[config.mk]
export PLATFORM = sky130hd
export DESIGN_NAME = ecg_window_feeder_flat
export DESIGN_NICKNAME = d
export VERILOG_FILES = /design/src/rtl/ecg_nn_pkg.sv /design/src/rtl/ecg_window_feeder_if.sv /design/src/rtl/ecg_window_feeder_lat_tag_pipe.sv /design/src/rtl/ecg_window_feeder.sv /design/src/flat_wrapper.sv
export SDC_FILE = /design/constraint.sdc
export NUM_CORES = 2
export LEC_CHECK = 0
export CORE_AREA = 2 2 386 197
export DETAILED_ROUTE_END_ITERATION = 12
export DIE_AREA = 0 0 388 199
export GPL_TIMING_DRIVEN = 0
export PLACE_DENSITY = 0.71
export SETUP_SLACK_MARGIN = 0.05
export SYNTH_ARGS = -nofsm -noshare
export SYNTH_HDL_FRONTEND = slang
export SYNTH_SLANG_ARGS = --single-unit
export TNS_END_PERCENT = 30
[constraint.sdc]
create_clock -name clk -period 2.7 [get_ports clk]
set_input_delay 0.54 -clock clk [delete_from_list [all_inputs] [get_ports clk]]
set_output_delay 0.54 -clock clk [all_outputs]
set_load 0.02 [all_outputs]
[src/rtl/ecg_nn_pkg.sv]
// rtl/ecg_nn_pkg.sv - shared types and layer constants for the ECG classifier
package ecg_nn_pkg;

    // 32-bit two's complement fixed-point activation
    typedef logic [31:0] act_t;

    // Defaults shared with the node generator so fan-in and latency agree
    localparam int ECG_N_IN     = 15;
    localparam int ECG_NODE_LAT = 3;

endpackage

[src/rtl/ecg_window_feeder_if.sv]
// rtl/ecg_window_feeder_if.sv - sample input stream and result output stream of the feeder
interface ecg_window_feeder_if;
    import ecg_nn_pkg::*;

    act_t s_data;
    logic s_valid;
    logic s_first;
    logic s_ready;

    act_t r_data;
    logic r_valid;
    logic r_ready;

    // Environment side: produces samples, consumes results
    modport master (
        output s_data, s_valid, s_first,
        input  s_ready,
        input  r_data, r_valid,
        output r_ready
    );

    // Feeder side: consumes samples, produces results
    modport slave (
        input  s_data, s_valid, s_first,
        output s_ready,
        output r_data, r_valid,
        input  r_ready
    );

endinterface

[src/rtl/ecg_window_feeder_lat_tag_pipe.sv]
// rtl/ecg_window_feeder_lat_tag_pipe.sv - one-bit launch tag delay line producing the capture strobe
module lat_tag_pipe #(
    parameter int DEPTH = 3
) (
    input  logic clk,
    input  logic reset,
    input  logic tag_in,
    output logic tag_out
);

    logic [DEPTH-1:0] tag_q;
    logic [DEPTH-1:0] tag_d;

    // Shift the tag one stage per edge; the last stage is the strobe
    always_comb begin
        tag_d    = tag_q;
        tag_d[0] = tag_in;
        for (int i = 1; i < DEPTH; i++) begin
            tag_d[i] = tag_q[i-1];
        end
    end

    // Tag register; reset drops any launch still in flight
    always_ff @(posedge clk) begin
        if (reset) begin
            tag_q <= '0;
        end else begin
            tag_q <= tag_d;
        end
    end

    assign tag_out = tag_q[DEPTH-1];

endmodule

[src/rtl/ecg_window_feeder.sv]
// rtl/ecg_window_feeder.sv - sliding-window driver and result collector for one ReLU node
module ecg_window_feeder
    import ecg_nn_pkg::*;
#(
    parameter int N_IN     = ECG_N_IN,
    parameter int STRIDE   = 1,
    parameter int NODE_LAT = ECG_NODE_LAT
) (
    input  logic                  clk,
    input  logic                  reset,
    ecg_window_feeder_if.slave    bus,
    output act_t                  A0x,
    output act_t                  A1x,
    output act_t                  A2x,
    output act_t                  A3x,
    output act_t                  A4x,
    output act_t                  A5x,
    output act_t                  A6x,
    output act_t                  A7x,
    output act_t                  A8x,
    output act_t                  A9x,
    output act_t                  A10x,
    output act_t                  A11x,
    output act_t                  A12x,
    output act_t                  A13x,
    output act_t                  A14x,
    input  act_t                  N1x
);

    localparam int              CW          = $clog2(N_IN + 1);
    localparam logic [CW-1:0]   FILL_FULL   = CW'(N_IN);
    // Counter value meaning "this accept completes a stride"
    localparam logic [CW-1:0]   STRIDE_LAST = CW'(STRIDE - 1);

    act_t          win_q [N_IN];
    act_t          win_d [N_IN];
    act_t          a_q   [N_IN];
    act_t          a_d   [N_IN];
    logic [CW-1:0] fill_q, fill_d;
    logic [CW-1:0] stride_cnt_q, stride_cnt_d;
    logic          inflight_q, inflight_d;
    logic          r_valid_q, r_valid_d;
    act_t          r_data_q, r_data_d;
    logic          s_ready;
    logic          accept;
    logic          fire;
    logic          capture;

    // Only one window in flight; a pending result also blocks input
    assign s_ready = !inflight_q && !r_valid_q;
    assign accept  = bus.s_valid && s_ready;

    // Window shift plus fill and stride bookkeeping on each accepted sample
    always_comb begin
        win_d        = win_q;
        fill_d       = fill_q;
        stride_cnt_d = stride_cnt_q;
        fire         = 1'b0;
        if (accept) begin
            for (int i = 0; i < N_IN - 1; i++) begin
                win_d[i] = win_q[i+1];
            end
            win_d[N_IN-1] = bus.s_data;

            // A new record restarts filling; old samples age out unseen
            if (bus.s_first) begin
                fill_d = CW'(1);
            end else if (fill_q != FILL_FULL) begin
                fill_d = fill_q + 1'b1;
            end

            // The counter is preset by s_first and saturates while filling,
            // so the first full window always fires
            fire = (fill_d == FILL_FULL) &&
                   (bus.s_first || (stride_cnt_q == STRIDE_LAST));

            if (fire) begin
                stride_cnt_d = '0;
            end else if (bus.s_first) begin
                stride_cnt_d = STRIDE_LAST;
            end else if (stride_cnt_q != STRIDE_LAST) begin
                stride_cnt_d = stride_cnt_q + 1'b1;
            end
        end
    end

    // Launch tag delay matching the node pipeline
    lat_tag_pipe #(
        .DEPTH (NODE_LAT)
    ) u_tag_pipe (
        .clk     (clk),
        .reset   (reset),
        .tag_in  (fire),
        .tag_out (capture)
    );

    // Output window load, result capture and downstream handshake
    always_comb begin
        a_d        = a_q;
        inflight_d = inflight_q;
        r_valid_d  = r_valid_q;
        r_data_d   = r_data_q;
        if (r_valid_q && bus.r_ready) begin
            r_valid_d = 1'b0;
        end
        if (capture) begin
            r_valid_d  = 1'b1;
            r_data_d   = N1x;
            inflight_d = 1'b0;
        end
        if (fire) begin
            a_d        = win_d;
            inflight_d = 1'b1;
        end
    end

    // State registers
    always_ff @(posedge clk) begin
        if (reset) begin
            win_q        <= '{default: '0};
            a_q          <= '{default: '0};
            fill_q       <= '0;
            stride_cnt_q <= '0;
            inflight_q   <= 1'b0;
            r_valid_q    <= 1'b0;
            r_data_q     <= '0;
        end else begin
            win_q        <= win_d;
            a_q          <= a_d;
            fill_q       <= fill_d;
            stride_cnt_q <= stride_cnt_d;
            inflight_q   <= inflight_d;
            r_valid_q    <= r_valid_d;
            r_data_q     <= r_data_d;
        end
    end

    assign bus.s_ready = s_ready;
    assign bus.r_valid = r_valid_q;
    assign bus.r_data  = r_data_q;

    assign A0x  = a_q[0];
    assign A1x  = a_q[1];
    assign A2x  = a_q[2];
    assign A3x  = a_q[3];
    assign A4x  = a_q[4];
    assign A5x  = a_q[5];
    assign A6x  = a_q[6];
    assign A7x  = a_q[7];
    assign A8x  = a_q[8];
    assign A9x  = a_q[9];
    assign A10x = a_q[10];
    assign A11x = a_q[11];
    assign A12x = a_q[12];
    assign A13x = a_q[13];
    assign A14x = a_q[14];

endmodule

[src/flat_wrapper.sv]
// flat-port wrapper written by rule: the top's interface ports become plain ports
module ecg_window_feeder_flat import ecg_nn_pkg::*;
#(
    parameter int N_IN     = ECG_N_IN,
    parameter int STRIDE   = 1,
    parameter int NODE_LAT = ECG_NODE_LAT
)
  (clk, reset, A0x, A1x, A2x, A3x, A4x, A5x, A6x, A7x, A8x, A9x, A10x, A11x, A12x, A13x, A14x, N1x, bus_s_data, bus_s_valid, bus_s_first, bus_s_ready, bus_r_data, bus_r_valid, bus_r_ready);
  ecg_window_feeder_if bus_i ();
  input  logic clk;
  input  logic reset;
  output act_t A0x;
  output act_t A1x;
  output act_t A2x;
  output act_t A3x;
  output act_t A4x;
  output act_t A5x;
  output act_t A6x;
  output act_t A7x;
  output act_t A8x;
  output act_t A9x;
  output act_t A10x;
  output act_t A11x;
  output act_t A12x;
  output act_t A13x;
  output act_t A14x;
  input  act_t N1x;
  input wire logic [$bits(bus_i.s_data)-1:0] bus_s_data;
  input wire logic [$bits(bus_i.s_valid)-1:0] bus_s_valid;
  input wire logic [$bits(bus_i.s_first)-1:0] bus_s_first;
  output wire logic [$bits(bus_i.s_ready)-1:0] bus_s_ready;
  output wire logic [$bits(bus_i.r_data)-1:0] bus_r_data;
  output wire logic [$bits(bus_i.r_valid)-1:0] bus_r_valid;
  input wire logic [$bits(bus_i.r_ready)-1:0] bus_r_ready;
  assign bus_i.s_data = bus_s_data;
  assign bus_i.s_valid = bus_s_valid;
  assign bus_i.s_first = bus_s_first;
  assign bus_s_ready = bus_i.s_ready;
  assign bus_r_data = bus_i.r_data;
  assign bus_r_valid = bus_i.r_valid;
  assign bus_i.r_ready = bus_r_ready;
  ecg_window_feeder #(.N_IN(N_IN), .STRIDE(STRIDE), .NODE_LAT(NODE_LAT)) u_core (.clk(clk), .reset(reset), .bus(bus_i), .A0x(A0x), .A1x(A1x), .A2x(A2x), .A3x(A3x), .A4x(A4x), .A5x(A5x), .A6x(A6x), .A7x(A7x), .A8x(A8x), .A9x(A9x), .A10x(A10x), .A11x(A11x), .A12x(A12x), .A13x(A13x), .A14x(A14x), .N1x(N1x));
endmodule
==> impl_metrics.yaml <==
placed_design:
  place_hpwl_mm: 89.8
  io_buffers: 580
  gp_congestion: 0.984
  preCtsSetupSlack_ps: -844
  placed_cells: 5772
sta:
  max_freq_mhz: 388
  hold_viol: 0
  worst_slew_pin_slew_ps: 965
  finalClockSkew_ps: 34.0
  drv_slew: 0
  rsz0062_at_grt: "yes"
  setup-violations-final: 0
  max-slew-margin-rel_pct: 35.7
  period_needed_ps: 2580
  layout_setup_ws_ps: 120
  finalCritPeriodShare_pct: 95.6
finish:
  synthToLayoutAreaGrowth_pct: 27.8
  drive_gt1_share_pct: 4.00
  nNetsFinal: 4943
  num-fill-cells: 6454
  finalNonFillerCells: 5918
floorplan:
  fp.dieH_um: 199
  initial_core_util_pct: 48.4
  die_area_sq_um: 77200
  dieWidth_um: 388
  core_sq_um: 74100
  num_io_pins: 583
  rows: 71
worst_setup_path:
  cp.arrival_ps: 3160
  cp_cell_sequence: "ha_1, or3b_1, mux2i_1, and4_1, buf_4, buf_8, buf_12, buf_6, mux2i_1"
  cp-startpoint: "u_core.fill_q[0]$_SDFFE_PP0P_"
  worstSetupEndpoint: "u_core.A12x[30]$_SDFFE_PP0P_"
  path_common_cell: "mux2i_1"
  path_max_fanout: 10
  r2r_end: "u_core.A12x[30]$_SDFFE_PP0P_"
  cp-start-kind: "flop"
  r2r_setup_slack_ps: 120
  r2r-start: "u_core.fill_q[0]$_SDFFE_PP0P_"
  reg2reg_depth: 9
  endpoint_kind: "flop"
  path_class: "flop to flop"
  slowest_delay_ps: 360
  slowest_stage: "dfxtp_1"
  cp.required_ps: 3280
synthesis:
  synth-async-reset-ratio_pct: 0
  netlist_top_cells_area: "dfxtp_1 (54%), nand2_1 (19%), mux2i_1 (14%)"
  ys_seq_area_share_pct: 54.4
  synth_nets: 4279
  mappedNetlistArea_sq_um: 35800
  yosysUniqueCellTypes: 35
  synth_edf_count: 0
  ys_seq_elements: 973
  synth.avg_cell_area_sq_um: 8.52
  yosys.area.top_type: "dfxtp_1"
  synth_ff_type: "dfxtp_1"
  yosys.area.top_type_share_pct: 54.4
  yosysWarnings: 0
  syn_inst: 4207
run:
  max_cap_viol_count: 0
pwr:
  power_density_nw_per_um2: 616
  power_uw: 28200
  irDropWorstVdd_v: 0.000492
  leakage_uw: 0.0145
cts:
  cts_tree: "yes"
  path_clk_slew_ps: 60
  worstSkewPairLatency_ps: 680
  clock-root-buffer: "clkbuf_16"
  clkSinkCount: 973
  cts_made_buffers: 82
  htreeDepth: 3
  cts_buffer_depth: 3
global_routing:
  grt_pass1_wl_mm: 174
  antenna_found_initial: 4
  grt_pass1_vias: 28800
  gr-total-overflow: 0
  grt_max_degree: 17
  track_usage_pct: 29.6
detailed_routing:
  dr.pass1.iters: 7
  viasPerCell: 5.25
  vias: 31100
  wl_per_cell_um: 19.8
  routed_wl_mm: 117
  drc_errors: 0
  drt_iter0_markers: 2511
  antenna_left: 0
hold_path:
  hold_path.class: "flop to flop"
outcome:
  status: "finished clean"
-- final cells by class --
| cell class | count | area (sq um) | area share, % |
|---|---|---|---|
| sequential | 973 | 19500 | 42.5 |
| multi-input combinational | 2904 | 14900 | 32.4 |
| timing repair buffer | 581 | 5810 | 12.7 |
| clock buffer | 121 | 2440 | 5.33 |
| buffer | 324 | 1540 | 3.36 |
| tap | 985 | 1230 | 2.69 |
| clock inverter | 23 | 413 | 0.902 |
| inverter | 5 | 18.8 | 0.0410 |
| antenna | 2 | 5.00 | 0.0109 |
-- synthesized netlist by cell type (all sizes together), types with 3 or more instances --
master / n
or3b: 3
o21ai: 3
nor2b: 3
clkbuf: 266
dfxtp: 973
a21oi: 455
ha: 3
mux2i: 513
or3: 3
buf: 59
and3: 3
nor2: 41
nand2: 1858
inv: 5
-- logic make-up (layout without fill, tap and decap cells) --
group / count (synthesis) / count (layout) / share of synthesized area, %
AO/OA/AOI/OAI: 465 / 465 / 6.54
other: 0 / 2 / 0
AND/OR/NAND/NOR: 1922 / 1922 / 20.4
adder cells (fa/ha/maj): 3 / 3 / 0.105
flip-flops: 973 / 973 / 54.4
buffers and inverters: 330 / 1054 / 4.25
multiplexers: 514 / 514 / 14.4
-- cells in the final DEF, fill, tap and decap left out, types with 4 or more instances in the layout --
cell | netlist | layout
bufinv_16 | 0 | 10
clkbuf_2 | 0 | 8
clkinv_8 | 0 | 4
dfxtp_1 | 973 | 973
clkdlybuf4s50_1 | 0 | 580
a21oi_1 | 455 | 455
buf_4 | 28 | 32
nand2_1 | 1858 | 1858
nor2_1 | 41 | 41
inv_1 | 4 | 4
clkinv_2 | 0 | 8
mux2i_1 | 513 | 513
clkbuf_8 | 0 | 18
buf_6 | 22 | 19
clkbuf_16 | 0 | 85
buf_1 | 5 | 5
clkbuf_1 | 266 | 275
-- registers in the layout, summed over array words and instances, names as in the netlist, 3 cells and up --
name	cells
u_core.A11x	32
u_core.A5x	32
u_core.A12x	32
u_core.A9x	32
u_core.fill_q	4
u_core.bus.r_data	32
u_core.A14x	32
u_core.A0x	32
u_core.stride_cnt_q	4
u_core.win_q	448
u_core.u_tag_pipe.tag_q	3
u_core.A3x	32
u_core.A6x	32
u_core.A4x	32
u_core.A7x	32
u_core.A10x	32
u_core.A8x	32
u_core.A2x	32
u_core.A1x	32
u_core.A13x	32
-- stage by stage --
| stage | area, sq um | utilization (%) | hold WS [ps] | setup TNS [ps] |
|---|---|---|---|---|
| 3_5_place_dp | 42900 | 57.9 | 424 | -524800 |
| 2_1_floorplan | 35800 | - | 414 | 0 |
| 4_1_cts | 45800 | 61.8 | 418 | 0 |
| 5_1_grt | 45800 | 61.8 | 450 | -1.64 |
| 6_report | 45800 | 61.8 | 437 | 0 |
| 3_3_place_gp | 42900 | 57.9 | 417 | -696070 |
-- how the worst min path moves through the flow --
stage                                                     start  cells past startpoint  slack (ps)                               endpoint
after floorplan           u_core.u_tag_pipe.tag_q[0]$_SDFF_PP0_                      1         410  u_core.u_tag_pipe.tag_q[1]$_SDFF_PP0_
after global routing                             bus_s_data[15]                      3         450            u_core.win_q[15]$_SDFF_PP0_
final                     u_core.u_tag_pipe.tag_q[1]$_SDFF_PP0_                      1         440  u_core.u_tag_pipe.tag_q[2]$_SDFF_PP0_
after detailed placement  u_core.u_tag_pipe.tag_q[1]$_SDFF_PP0_                      1         420  u_core.u_tag_pipe.tag_q[2]$_SDFF_PP0_
after CTS                                        bus_s_data[12]                      3         420            u_core.win_q[12]$_SDFF_PP0_
after global placement    u_core.u_tag_pipe.tag_q[1]$_SDFF_PP0_                      1         420  u_core.u_tag_pipe.tag_q[2]$_SDFF_PP0_
-- report_power, final --
part	switching (uW)	internal [uW]
Combinational	782	222
Clock	5510	7240
Sequential	74.4	14400
Total	6360	21900
-- critical path, delay by kind of cell (launching register included) --
kind / cells / cell delay (ps)
fa+ha+maj: 1 / 330
buf+inv: 4 / 780
flops: 1 / 360
mux: 2 / 440
simple gates: 2 / 600
-- per-layer routing --
metal | global-route usage [%] | vias up | share of wire (%) | routed length (um)
li1 | - | 14900 | - | -
met1 | 44.3 | 14900 | 49 | 56900
met2 | 40.5 | 1088 | 39 | 46300
met3 | 9.45 | 146 | 10 | 11800
met4 | 7.06 | 4 | 1.9 | 2220
met5 | 0 | - | 0.019 | 22
-- timing repair --
action,CTS,global route
setup endpoints to repair,610,514
setup buffers,0,1
hold buffers,0,0
pin swaps,0,1
endpoints found under the hold margin,0,0
gates resized for setup,12,11
Power figures use the tool's default switching activity.
